<file path="config.mk">
export PLATFORM = sky130hd
export DESIGN_NAME = finished_store_buffer_n
export DESIGN_NICKNAME = d
export VERILOG_FILES = /design/src/rtl/finished_store_buffer_n.sv
export SDC_FILE = /design/constraint.sdc
export NUM_CORES = 1
export LEC_CHECK = 0
export CAP_MARGIN = 20
export CORE_MARGIN = 4
export CORE_UTILIZATION = 50
export DETAILED_ROUTE_END_ITERATION = 16
export MAX_ROUTING_LAYER = met4
export PLACE_DENSITY = 0.76
export RECOVER_POWER = 50
export SLEW_MARGIN = 20
export SYNTH_ARGS = -nofsm -noshare
export SYNTH_HDL_FRONTEND = slang
export SYNTH_SLANG_ARGS = --single-unit
</file>
<file path="constraint.sdc">
create_clock -name clk -period 2.7 [get_ports clk]
set_input_delay 0.54 -clock clk [delete_from_list [all_inputs] [get_ports clk]]
set_output_delay 0.54 -clock clk [all_outputs]
set_load 0.05 [all_outputs]
</file>
<file path="src/rtl/finished_store_buffer_n.sv">
// Multi-entry finished-store buffer: queues committed stores in program order, drains
// them to memory one per handshake and forwards the youngest matching store to loads.
module finished_store_buffer_n #(
   parameter int DEPTH  = 4,
   parameter int ADDR_W = 5,
   parameter int DATA_W = 33,
   localparam int CW    = $clog2(DEPTH + 1)
) (
   input  logic              clk,
   input  logic              rst,
   input  logic              escreverMEM,
   input  logic [ADDR_W-1:0] enderecoMEM,
   input  logic [DATA_W-1:0] dadoMEM,
   input  logic              escreveMEM,
   output logic [ADDR_W-1:0] enderecoMEM_out,
   output logic [DATA_W-1:0] dadoMEM_out,
   output logic              escreverMEM_out,
   output logic              cheio,
   output logic              vazio,
   output logic [CW-1:0]     ocupacao,
   input  logic [ADDR_W-1:0] enderecoLoad,
   output logic              fwd_hit,
   output logic [DATA_W-1:0] fwd_dado
);

   localparam int PW = $clog2(DEPTH);

   logic [ADDR_W-1:0] r_addr [DEPTH];
   logic [DATA_W-1:0] r_data [DEPTH];
   logic [PW-1:0]     r_rd;
   logic [PW-1:0]     r_wr;
   logic [CW-1:0]     r_count;

   logic              w_pop;
   logic              w_push;
   logic [PW-1:0]     w_age_idx [DEPTH];
   logic [DEPTH-1:0]  w_match;
   logic              w_fwd_hit;
   logic [DATA_W-1:0] w_fwd_dado;

   assign cheio           = (r_count == CW'(DEPTH));
   assign vazio           = (r_count == '0);
   assign escreverMEM_out = !vazio;
   assign ocupacao        = r_count;

   assign w_pop  = escreverMEM_out && escreveMEM;
   // A full buffer still accepts a store when the head leaves in the same cycle.
   assign w_push = escreverMEM && (!cheio || w_pop);

   assign enderecoMEM_out = vazio ? '0 : r_addr[r_rd];
   assign dadoMEM_out     = vazio ? '0 : r_data[r_rd];

   // Slot gi of the age order is the gi-th oldest pending entry, counted from the head.
   for (genvar gi = 0; gi < DEPTH; gi++) begin : g_age
      assign w_age_idx[gi] = r_rd + PW'(gi);
      assign w_match[gi]   = (CW'(gi) < r_count) && (r_addr[w_age_idx[gi]] == enderecoLoad);
   end

   // Scan oldest to youngest so the last match (closest to the tail) wins.
   always_comb begin
      w_fwd_hit  = 1'b0;
      w_fwd_dado = '0;
      for (int k = 0; k < DEPTH; k++) begin
         if (w_match[k]) begin
            w_fwd_hit  = 1'b1;
            w_fwd_dado = r_data[w_age_idx[k]];
         end
      end
   end

   assign fwd_hit  = w_fwd_hit;
   assign fwd_dado = w_fwd_dado;

   always_ff @(posedge clk) begin
      if (w_push && !rst) begin
         r_addr[r_wr] <= enderecoMEM;
         r_data[r_wr] <= dadoMEM;
      end
   end

   always_ff @(posedge clk) begin
      if (rst) begin
         r_rd    <= '0;
         r_wr    <= '0;
         r_count <= '0;
      end else begin
         if (w_pop)  r_rd <= r_rd + PW'(1);
         if (w_push) r_wr <= r_wr + PW'(1);
         case ({w_push, w_pop})
            2'b10:   r_count <= r_count + CW'(1);
            2'b01:   r_count <= r_count - CW'(1);
            default: r_count <= r_count;
         endcase
      end
   end

endmodule

</file>
## Yosys cells after proc, flatten, opt, wreduce, memory -nomap -nowiden

Memories as Yosys holds them, arrays and structs flattened. A register that Yosys moved wholly into a read port is not among the register bits.
Index checks and enable logic that the tools add are counted.

- Bits of input ports: 47
- Bits in read-only memories: 0
- Bits in latches: 0
- Memories kept: 2
- Word-level logic and storage cells: 52
- Output and inout port bits: 78
- Bits in writable memories: 152
- Flip-flop bits (word level): 7

Memories:

| name | depth | bits a word | read ports | clocked after memory_dff | write ports | RTL line | RTL |
|---|---|---|---|---|---|---|---|
| r_data | 4 | 33 | 4 | 1 | 1 | 29 | `logic [DATA_W-1:0] r_data [DEPTH];` |
| r_addr | 4 | 5 | 4 | 1 | 1 | 28 | `logic [ADDR_W-1:0] r_addr [DEPTH];` |

- $add $sub $neg: 6
- Shift operators: 0
- Bitwise gates (word level): 0
- Divide/modulo/power cells: 0
- Multipliers: 0
- Reductions and logical operators: 13
- Muxes and demuxes: 17
- Equality and inequality tests: 7
- Order comparisons: 4

Operator list:

| operator | count |
|---|---|
| $mux 33 | 5 |
| $eq 5x5->1 | 4 |
| $mux 2 | 4 |
| $logic_and 1x1->1 | 7 |
| $lt 1x3->1 const A | 2 |
| $lt 2x3->1 const A | 2 |
| $mux 1 | 6 |
| $pmux 3 s2 | 1 |
| $mux 5 | 1 |
| $add 2x1->2 const B | 2 |
| $add 2x2->2 const B | 2 |
| $add 3x1->3 const B | 1 |
| $eq 3x3->1 const B | 1 |
| $logic_not 1->1 | 3 |
| $logic_not 3->1 | 1 |
| $sub 3x1->3 const B | 1 |
| $eq 2x1->1 const B | 1 |
| $eq 2x2->1 const B | 1 |
| $reduce_bool 2->1 | 1 |
| $logic_or 1x1->1 | 1 |

## Depth between registers and ports, before layout

- Word-level depth: 8
- Gate-level depth with buffers: 11
- Depth with buffers taken out: 8

## Least setup slack after synthesis

Ideal clock, no wire load.

- Kind: register to output
- From: reg with a tool-made name
- To: out fwd_dado[10]
- Arrival time: 2.800 ns
- Setup slack: -0.640 ns
- Buffers on the path: 2
- Data required time: 2.160 ns
- Cell stages (with the launch flop): 9
- Path through: dfxtp_1 buf_2 mux4_2 xnor2_1 nand4_1 nor3_2 buf_4 a31oi_1 o221ai_1

RTL lines:

| item | RTL line | RTL |
|---|---|---|
| end, declared | 23 | `output logic [DATA_W-1:0] fwd_dado` |

==> results.sh <==
export IMPL_setup_violations=58
export IMPL_synth_cell_types=41
export IMPL_yosys_area_top_type="edfxtp_1"
export IMPL_ant_nets=0
export IMPL_yosys_warnings=0
export IMPL_cts_root_buffer="clkbuf_16"
export IMPL_fp_dieW_um=151
export IMPL_postSynthCellCount=743
export IMPL_r2r_start="ocupacao[0]$_SDFFE_PP0P_"
export IMPL_path_class="reg2out"
export IMPL_drive_above_1_share_pct=46.6
export IMPL_critPathMostFrequentCell="buf_4"
export IMPL_postSynthAreaPerCell_um2=13.7
export IMPL_wire_per_inst_um=25.3
export IMPL_port_buffers=124
export IMPL_wl_mm=30.2
export IMPL_status="complete, but fails checks"
export IMPL_arrival_ps=3120
export IMPL_cts_tree="done"
export IMPL_hp_start="r_wr[1]$_SDFFE_PP0N_"
export IMPL_ir_worst_vdd_uv=646
export IMPL_die_y_um=151
export IMPL_route_detailed_drc=0
export IMPL_violations="negative setup slack"
export IMPL_p_sw_share_pct=38.2
export IMPL_nets=969
export IMPL_synth_area_um2=10200
export IMPL_maxSlewHeadroom_pct=43.9
export IMPL_p_int_w=0.00703
export IMPL_critPathBufInv=4
export IMPL_grt_pass1_wl_mm=44.9
export IMPL_pwr_share_seq_pct=26.5
export IMPL_h_tree_depth=4
export IMPL_worstPathCellList="buf_4 > mux4_2 > xnor2_1 > nand4_1 > nor3_4 > buf_4 > buf_6 > a31oi_1 > o211ai_1 > buf_4"
export IMPL_cts_buffers=17
export IMPL_pwr_share_clk_pct=21.4
export IMPL_hold_violations=0
export IMPL_synthTopCellsByArea="edfxtp_1, mux4_2, and2_1, o211ai_1, mux2_2"
export IMPL_startpoint="r_addr[2][2]$_DFFE_PP_"
export IMPL_overflow=0
export IMPL_synth_seq_area_share_pct=46.5
export IMPL_clock_sinks=161
export IMPL_path_delay_family="buffers and inverters"
export IMPL_syn_num_nets=798
export IMPL_grt_setup_unrepaired="true"
export IMPL_via_per_inst=6.67
export IMPL_finalWorstSetupSlack_ps=-963
export IMPL_finalInstanceArea_um2=14200
export IMPL_track_usage_pct=26.5
export IMPL_core_area_um2=19800
export IMPL_dpl_hpwl_mm=18.5
export IMPL_final_max_slew_violation_count=0
export IMPL_min_period_ps=3660
export IMPL_vias=7964
export IMPL_start_util_pct=51.6
export IMPL_placed_area_um2=12700
export IMPL_cts_clk_slew_worst_paths_ps=60
export IMPL_cts_buffer_depth=2
export IMPL_io_pin_count=125
export IMPL_grt_max_degree=61
export IMPL_critPathMaxFanout=4
export IMPL_crit_path_start_kind="register"
export IMPL_first_pass_iters=6
export IMPL_switchingPower_w=0.00434
export IMPL_p_leak_nw=4.54
export IMPL_area_growth_pct=38.8
export IMPL_grt_pass1_vias=8135
export IMPL_p_comb_share_pct=52.1
export IMPL_finalCritPeriodShare_pct=136
export IMPL_gp_congestion=0.898
export IMPL_synth_top_flop_cell="edfxtp_1"
export IMPL_worstMarginPinSlew_ps=842
export IMPL_timing_fmax_mhz=273
export IMPL_drtIter0Drc=871
export IMPL_num_rows=51
export IMPL_fill_cells=1217
export IMPL_crit_path_end_kind="primary output"
export IMPL_final_cell_mix="edfxtp_1, mux4_2, buf_4"
export IMPL_powerDensity_nw_per_um2=803
export IMPL_worst_skew_pair_late_latency_ps=430
export IMPL_antenna_found_initial=2
export IMPL_yosysTopAreaCellShare_pct=44.8
export IMPL_worstPathRequired_ps=2160
export IMPL_final_common_cell="edfxtp_1"
export IMPL_slowest_stage="mux4_2"
export IMPL_dieArea_um2=22700
export IMPL_crit_path_max_incr_delay_ps=490
export IMPL_maxCapViolCount=0
export IMPL_fin_util_pct=71.5
export IMPL_hold_class="reg2reg"
export IMPL_synth_edff_count=152
export IMPL_ys_seq_elements=161
export IMPL_skew_ps=8.83
export IMPL_async_reset_ff_share_pct=0
cell usage after synthesis (2+ instances only):
| library cell | number |
|---|---|
| or3_1 | 2 |
| buf_2 | 26 |
| xnor2_1 | 20 |
| nor2_1 | 30 |
| mux2i_1 | 23 |
| buf_6 | 2 |
| xor2_1 | 3 |
| nand3b_1 | 2 |
| a31oi_1 | 34 |
| o221ai_1 | 22 |
| mux4_2 | 108 |
| mux2_2 | 22 |
| inv_1 | 7 |
| buf_4 | 7 |
| and2_1 | 42 |
| nand2_1 | 59 |
| o21ai_0 | 4 |
| edfxtp_1 | 152 |
| clkbuf_1 | 36 |
| o211ai_1 | 33 |
| buf_1 | 4 |
| nor3b_1 | 11 |
| or4b_1 | 11 |
| nand4_1 | 3 |
| dfxtp_1 | 9 |
| ha_1 | 8 |
| nor3_1 | 23 |
| a21oi_1 | 26 |
| nand3_1 | 2 |
tightest hold or removal path, stage by stage (launching register included):
cell and delay (ps):
dfxtp_1 340, mux2i_1 150, nor2_1 60
stage by stage:
step                power [W]  setup slack, ps  TNS, ps  hold WS [ps]  std cells
floorplan             0.00670             -397    -9070           518        743
global placement      0.00831             -534   -15030           544       1121
detailed placement    0.00842             -529   -15460           590       1121
CTS                    0.0111             -808   -25360           601       1165
global route           0.0118            -1070   -46670           658       1194
finish                 0.0114             -963   -39800           599       1194
final timing paths:
path         cells after the start  slack [ps]                       end
max                             10        -960              fwd_dado[31]
min                              2         600      r_wr[1]$_SDFFE_PP0N_
max reg2reg                      9        -120  ocupacao[1]$_SDFFE_PP0P_
min reg2reg                      2         600      r_wr[1]$_SDFFE_PP0N_
routing by layer:
metal,track usage (%),vias to the layer above,share of wire [%]
li1,-,3370,-
met1,32.0,4054,37
met2,45.0,459,51
met3,5.54,81,8.6
met4,8.84,0,3.0
met5,-,-,0
logic make-up (layout without fill, tap and decap cells):
kind of cell	after synthesis	count (layout)	synth area share (%)
AND/OR/NAND/NOR	191	191	9.91
flip-flops	161	161	46.5
multiplexers	153	153	28.5
AO/OA/AOI/OAI	124	124	8.28
buffers and inverters	83	267	3.79
XOR/XNOR	23	23	1.98
adder cells (fa/ha/maj)	8	8	0.982
other	0	2	0
power groups by stage:
| stage | clock network, W | logic (W) | registers [W] |
|---|---|---|---|
| finish | 0.00243 | 0.00592 | 0.00301 |
| global route | 0.00256 | 0.00620 | 0.00303 |
| CTS | 0.00244 | 0.00562 | 0.00302 |
| detailed placement | 0 | 0.00535 | 0.00307 |
| global placement | 0 | 0.00525 | 0.00306 |
| floorplan | 0 | 0.00369 | 0.00301 |
repair_timing:
item / CTS / global route
setup endpoints to repair: 63 / 54
hold buffers: 0 / 0
setup buffers: 10 / 20
pin swaps: 12 / 14
gates cloned: 2 / 7
gates resized for setup: 59 / 51
area by class of cell:
cell class | instances | area, um^2 | share of cell area (%)
Multi-Input combinational cell | 499 | 5810 | 41.1
Sequential cell | 161 | 4760 | 33.6
Timing Repair Buffer | 228 | 2630 | 18.5
Clock buffer | 19 | 433 | 3.06
Tap cell | 265 | 332 | 2.34
Clock inverter | 13 | 161 | 1.14
Inverter | 7 | 26.3 | 0.186
Antenna cell | 2 | 5.00 | 0.0354
state kept, by name, summed over array words and instances (netlist names), named ones only:
name / flops
r_data: 132
r_wr: 2
r_rd: 2
r_addr: 20
ocupacao: 3
Power figures use the tool's default switching activity.
